==> config.mk <==
export PLATFORM = sky130hd
export DESIGN_NAME = ex_comp_buffer
export DESIGN_NICKNAME = d
export VERILOG_FILES = /design/src/rtl/ex_comp_buffer.sv
export SDC_FILE = /design/constraint.sdc
export NUM_CORES = 2
export LEC_CHECK = 0
export BUFFER_PORTS_ARGS = -buffer_cell sky130_fd_sc_hd__buf_2
export CAP_MARGIN = 20
export CORE_MARGIN = 2
export CORE_UTILIZATION = 40
export DETAILED_ROUTE_END_ITERATION = 8
export HOLD_SLACK_MARGIN = 0.15
export PLACE_DENSITY = 0.61
export REMOVE_ABC_BUFFERS = 1
export SLEW_MARGIN = 20
export SYNTH_ARGS = -nofsm -noshare
export SYNTH_HDL_FRONTEND = slang
export SYNTH_SLANG_ARGS = --single-unit
export TNS_END_PERCENT = 5
==> constraint.sdc <==
create_clock -name clock -period 9.7 [get_ports clock]
set_clock_uncertainty 0.1 [all_clocks]
set_input_delay 0 -clock clock [delete_from_list [all_inputs] [get_ports clock]]
set_output_delay 0 -clock clock [all_outputs]
set_load 0.02 [all_outputs]
==> src/rtl/ex_comp_buffer.sv <==
// Execute-stage completion buffer. Every cycle it takes up to M functional-unit
// results and presents up to N completions to the complete stage. Results that
// do not fit in this cycle's N slots wait in a circular FIFO. Order is strict:
// older FIFO entries go first, then new results in ascending port order.
// Slot payload packing, MSB first:
//   {rob_idx, mispredict, branch_valid, branch_taken, branch_target[31:0]}

`ifndef N
`define N 2
`endif

module ex_comp_buffer #(
    parameter int unsigned N         = `N,
    parameter int unsigned M         = 4,
    parameter int unsigned DEPTH     = 8,
    parameter int unsigned ROB_IDX_W = 5
) (
    input  logic                               clock,
    input  logic                               reset,
    input  logic                               squash,
    input  logic [M-1:0]                       fu_valid,
    input  logic [M-1:0][ROB_IDX_W-1:0]        fu_rob_idx,
    input  logic [M-1:0]                       fu_mispredict,
    input  logic [M-1:0]                       fu_branch_valid,
    input  logic [M-1:0]                       fu_branch_taken,
    input  logic [M-1:0][31:0]                 fu_branch_target,
    output logic [M-1:0]                       fu_ready,
    output logic [N-1:0]                       ex_valid_out,
    output logic [N-1:0][ROB_IDX_W+34:0]       ex_comp_out,
    output logic [$clog2(DEPTH):0]             count
);

    localparam int unsigned PW    = ROB_IDX_W + 35;
    localparam int unsigned PTR_W = $clog2(DEPTH);
    localparam int unsigned CNT_W = $clog2(DEPTH) + 1;
    localparam int          NI    = int'(N);

    logic [PW-1:0]           mem [DEPTH];
    logic [PTR_W-1:0]        head;
    logic [PTR_W-1:0]        tail;

    logic                    ready;
    logic [M-1:0]            accept;
    logic [M-1:0][PW-1:0]    fu_pkt;
    logic [N-1:0]            slot_valid;
    logic [N-1:0][PW-1:0]    slot_data;
    logic [M-1:0]            wr_en;
    logic [M-1:0][PTR_W-1:0] wr_addr;
    int                      n_pop;
    int                      n_wr;
    int                      k;

    // Room for a full M-wide burst is judged from the registered count only, so
    // fu_ready never depends combinationally on fu_valid.
    assign ready    = (32'(count) + M) <= DEPTH;
    assign fu_ready = {M{ready}};

    // Results are taken only when ready, and not while the pipe is being
    // flushed or held in reset.
    assign accept = fu_valid & fu_ready & {M{reset & ~squash}};

    // Pack each FU result into a slot payload.
    always_comb begin
        for (int i = 0; i < int'(M); i++) begin
            fu_pkt[i] = {fu_rob_idx[i], fu_mispredict[i], fu_branch_valid[i],
                         fu_branch_taken[i], fu_branch_target[i]};
        end
    end

    // Walk the stream (FIFO oldest-first, then accepted ports): the first N
    // elements fill the output slots, the rest are appended at the tail.
    always_comb begin
        slot_valid = '0;
        slot_data  = '0;
        wr_en      = '0;
        wr_addr    = '0;
        n_pop      = (int'(count) >= NI) ? NI : int'(count);
        n_wr       = 0;
        k          = n_pop;
        for (int s = 0; s < NI; s++) begin
            if (s < n_pop) begin
                slot_valid[s] = 1'b1;
                slot_data[s]  = mem[head + PTR_W'(s)];
            end
        end
        for (int i = 0; i < int'(M); i++) begin
            if (accept[i]) begin
                if (k < NI) begin
                    slot_valid[k] = 1'b1;
                    slot_data[k]  = fu_pkt[i];
                end else begin
                    wr_en[i]   = 1'b1;
                    wr_addr[i] = tail + PTR_W'(n_wr);
                    n_wr       = n_wr + 1;
                end
                k = k + 1;
            end
        end
    end

    // FIFO storage; contents are left alone on reset because count gates them.
    always_ff @(posedge clock) begin
        for (int i = 0; i < int'(M); i++) begin
            if (wr_en[i]) begin
                mem[wr_addr[i]] <= fu_pkt[i];
            end
        end
    end

    // Pointers, occupancy and the registered completion slots.
    always_ff @(posedge clock) begin
        if (!reset) begin
            head         <= '0;
            tail         <= '0;
            count        <= '0;
            ex_valid_out <= '0;
            ex_comp_out  <= '0;
        end else if (squash) begin
            head         <= '0;
            tail         <= '0;
            count        <= '0;
            ex_valid_out <= '0;
            ex_comp_out  <= '0;
        end else begin
            head         <= head + PTR_W'(n_pop);
            tail         <= tail + PTR_W'(n_wr);
            count        <= count + CNT_W'(n_wr) - CNT_W'(n_pop);
            ex_valid_out <= slot_valid;
            ex_comp_out  <= slot_data;
        end
    end

endmodule

# Yosys cells after proc, flatten, opt, wreduce, memory -nomap -nowiden

Memories as Yosys holds them, arrays and structs flattened. A register that Yosys moved wholly into a read port is not among the register bits.
Index checks and enable logic that the tools add are counted.

Register bits: 92
Bits in latches: 0
Memory bits (writable): 320
ROM bits: 0
Input port bits: 167
Output and inout bits: 90
Logic and storage cells: 129
Memories kept: 1

Memory list:

| name | words | bits a word | rd ports | clocked after Yosys merged registers in | write ports | RTL line | text |
|---|---|---|---|---|---|---|---|
| mem  | 8     | 40          | 2        | 1                                       | 4           | 38       | `logic [PW-1:0] mem [DEPTH];` |

Add/subtract/negate cells: 15
Multiply operators: 0
Divide/modulo/power cells: 0
Order comparisons: 16
Equal/unequal tests: 0
Shift operators: 0
Multiplexer cells: 77
Bitwise logic cells: 9
Reduce and logical (&&, ||, !) cells: 5

Operators by type and width:

| operator              | count |
|---|---|
| $mux 80               | 8 |
| $bwmux 80             | 4 |
| $mux 40               | 6 |
| $lt 32x3->1 const B   | 6 |
| $demux 40 s1          | 4 |
| $ge 32x1->1 const B   | 3 |
| $add 32x2->32 const B | 2 |
| $mux 32               | 2 |
| $mux 4                | 7 |
| $mux 3                | 9 |
| $mux 1                | 24 |
| $mux 2                | 8 |
| $add 3x3->3           | 5 |
| $add 4x2->4 const B   | 2 |
| $and 4x4->4           | 2 |
| $lt 1x4->1 const A    | 2 |
| $lt 4x2->1 const B    | 2 |
| $or 2x2->2            | 4 |
| $add 4x1->5 const B   | 1 |
| $add 4x3->5 const B   | 1 |
| $le 5x4->1 const B    | 1 |
| $mux 5                | 1 |
| $add 4x4->4           | 1 |
| $demux 1 s1           | 4 |
| 9 further kinds       | 13 |

# Depth between registers and ports, before layout

Depth in word-level cells: 18
Depth in mapped cells: 26
Depth with buffers taken out: 23

# Worst setup path after synthesis

No wires, ideal clock.

Path type: reg-to-reg
Start: register count[0]
End: memory mem[5][0] in the netlist's numbering, enable pin
Library setup time: 0.634 ns
Data arrival time: 5.562 ns
Data required time: 8.966 ns
Path slack: 3.404 ns
Stages on the path, launching flop included: 21
Path buffers: 3
Clock period less this slack: 6.296 ns
Cell sequence: dfxtp_1 buf_2 or4b_1 clkbuf_1 ha_1 o21a_1 ha_1 nand2b_1 o211a_1 a311oi_1 nor2_1 xnor2_1 inv_1 ha_1 fa_1 xnor2_1 and3_4 or2_1 nand4b_1 buf_2 nand3_1

RTL lines:

| item                   | RTL line | text |
|---|---|---|
| from (decl)            | 30       | `output logic [$clog2(DEPTH):0] count` |
| from (signal assigned) | 127      | `count <= count + CNT_W'(n_wr) - CNT_W'(n_pop);` |
| to (decl)              | 38       |  |

==> key figures <==
Power
  – Overall Power: 6.94 mW
  – Leakage: 14.0 nW
  – Cell Pwr Density: 181 nW/um2
  – Peak VDD IR: 0.141 mV

Cells and area
  – Fill count: 7181
  – Layout area overhead: 20.2%
  – Nets: 3544
  – Layout cell share with drive strength beyond 1: 25.9%
  – Seq. cell area: 11500 um2
  – Final core utilization: 48.5%
  – Area of the multi-input gates: 18700 um2
  – Final Non-Filler Cells: 4444

Yosys
  – Post-Syn Area: 31900 um2
  – Yosys cell types: 72
  – Dominant cells by area after synthesis: edfxtp_1 (30%), mux2i_1 (11%), mux4_2 (11%)
  – Post-synth top area cell: edfxtp_1
  – Post-synth EDFFs: 320
  – Most frequent cells after synthesis: nor2_1 (462), mux2i_1 (365), clkbuf_1 (321)
  – Asr flop ratio synth: 0%
  – Primary FF master, synth: edfxtp_1
  – Post-Syn Instances: 3105
  – Top cell type's share of synthesized area: 30.1%
  – Count leader, synth: nor2_1
  – Flops & latches, synth: 412
  – Syn Area/Cell: 10.3 um2
  – Seq/Total Area, Yosys: 35.9%
  – Syn. warnings: 0

Timing
  – Fmax: 132 MHz
  – Rel. slew slack: 23.9%
  – Worst slew pin tran: 1.14 ns
  – Post-layout min period: 7.59 ns
  – Part of the cycle the worst path needs: 78.3%
  – TNS Setup: 0 ns
  – Final setup violation count: 0
  – RSZ-0062 raised after global routing: false
  – Pins Over Slew Limit: 0
  – Final hold viol count: 0
  – Final Hold Slack: 0.247 ns

Place
  – Placed Instances: 4021
  – Input/output buffers: 256
  – GP Congestion: 0.849
  – DP Wirelength: 69200 um

Floorplan
  – Die Span X: 286 um
  – Num rows: 103
  – Core ar.: 79000 um2
  – Initial Utilization: 40.3%
  – Chip Height: 286 um
  – Die Footprint: 82000 um2
  – Ports: 257

Clocking
  – CTS Buffer Depth: 3
  – Clk sinks: 412
  – Post_cts resized: 0
  – TritonCTS clock tree: done
  – Clk pin slew, worst setup/hold paths: 0.06 ns
  – Clk root buf: clkbuf_16
  – Latest clock arrival within the worst-skew pair: 0.62 ns
  – H-tree depth: 2
  – Total CTS buffers: 52

Setup path
  – CP Cell Sequence: or3_1 > clkinv_2 > ha_1 > o21a_1 > ha_1 > nand2b_1 > o211a_1 > a311oi_1 > nor2_1 > xnor2_1 > inv_1 > ha_1 > fa_1 > xnor2_1 > a21oi_2 > or2_1 > nand4b_1 > buf_4 > nand3_2 > buf_4
  – CP Launch Type: flip-flop
  – CP delay by family, top: simple AND/OR/NAND/NOR gates
  – Kind of critical path: flip-flop to flip-flop
  – Worst path max stage delay: 1.03 ns
  – Data arrival time of the worst path: 7.84 ns
  – CP Buf/Inv Count: 4
  – Slowest CP cell: nand3_2
  – Critical Path Most Common Cell: ha_1
  – Crit Path Max Fanout: 41
  – Setup crit end kind: flip-flop
  – Required @ worst endpoint: 9.95 ns

Routing
  – Avg Vias per Cell: 6.22
  – Detailed Route Iter0 Violations: 3133
  – Avg WL per Cell: 27.3 um
  – Post-route DRC: 0
  – Vias: 27620
  – Drt pass-1 iters: 6
  – WL final: 121000 um
  – DRT antenna net count: 0

GRT
  – Number of global-route vias before repair: 27147
  – Remaining Overflow, GRT: 0
  – Largest net degree at the start of global routing: 82
  – Initial antenna violation count: 4
  – Global-route wire length before repair: 178000 um
  – All-Layer GR Usage: 28.9%

Status
  – Run status: finished, final reports clean

Min path
  – Hold Path Class: input pin to flip-flop

Flow run
  – Max-cap viol count: 0
-- registers in the layout, summed over array words and instances, names as in the netlist --
register,cells
tail,3
ex_valid_out,2
mem,320
ex_comp_out,80
count,4
head,3
-- placed cells by master, fill, tap and decap left out, drive strengths merged, types with 17 or more instances in the layout --
cell type    instances
a211oi             160
a21o                42
o311a               40
a22o                40
ha                  21
mux2               284
clkbuf              65
dfxtp               92
nor2               463
buf                313
nand2              104
mux4               158
mux2i              365
clkinv              24
a21oi              248
nor3                19
o21ai              117
edfxtp             320
dlygate4sd3        325
inv                 17
nand3               17
a2bb2oi             40
-- layout make-up --
class / instances / area share, %
Multi-Input combinational cell: 2229 / 48.9
Sequential cell: 412 / 29.9
Timing Repair Buffer: 638 / 13.0
Clock buffer: 65 / 3.66
Tap cell: 1050 / 3.43
Clock inverter: 31 / 0.940
Inverter: 18 / 0.180
Antenna cell: 1 / 0.00653
-- metal layers --
metal / wire length (um) / global-route usage, % / share of wire, % / vias up
li1: - / - / - / 12134
met1: 48400 / 38.4 / 40 / 13575
met2: 56200 / 46.8 / 46 / 1593
met3: 12000 / 5.57 / 9.9 / 314
met4: 4810 / 11.0 / 4.0 / 4
met5: 27 / 0 / 0.022 / -
-- what timing repair did --
action                     4_1_cts  5_1_grt
hold endpoints to repair       408        0
hold buffers                   325        0
buffers inserted                 0        0
setup endpoints to repair        0        0
-- report_power, final --
part | internal (mW) | switching (mW) | leakage (nW)
clock | 1.23 | 0.843 | 0.865
sequential | 2.05 | 0.0931 | 3.63
combinational | 1.30 | 1.42 | 9.49
total | 4.58 | 2.36 | 14.0
-- worst paths after layout --
| check | cells after the start | slack (ns) | start | end |
|---|---|---|---|---|
| worst max-delay path | 20 | 2.11 | count[3] | mem[5][22] |
| worst min-delay path | 4 | 0.25 | fu_branch_target[97] | ex_comp_out[41] |
| worst max register to register | 20 | 2.11 | count[3] | mem[5][22] |
| worst min register to register | 2 | 0.72 | head[2] | head[2] |
-- tightest hold or removal path: cells and delay by family --
kind / cells / cell delay, ns
AND/OR/NAND/NOR: 1 / 0.12
buffers and inverters: 2 / 0.73
AO/OA/AOI/OAI: 1 / 0.05
-- metrics by stage --
stage	setup WS, ns	area [um2]
4_1_cts	2.19	38300
3_5_place_dp	2.19	33300
6_report	2.11	38300
3_3_place_gp	2.23	33300
2_1_floorplan	0.164	30100
5_1_grt	1.60	38300
-- logic make-up (layout without fill, tap and decap cells) --
group,Yosys count,count (layout),synth area share [%]
DFF,412,412,35.9
adders and majority gates,26,26,1.14
muxes,807,807,33.1
other,0,1,0
xor gates and xnor gates,20,20,0.593
and+or+nand+nor,664,664,8.68
AOI/OAI and AO/OA,712,712,14.6
buffers and inverters,464,752,5.90
(Power assumes the default switching activity.)
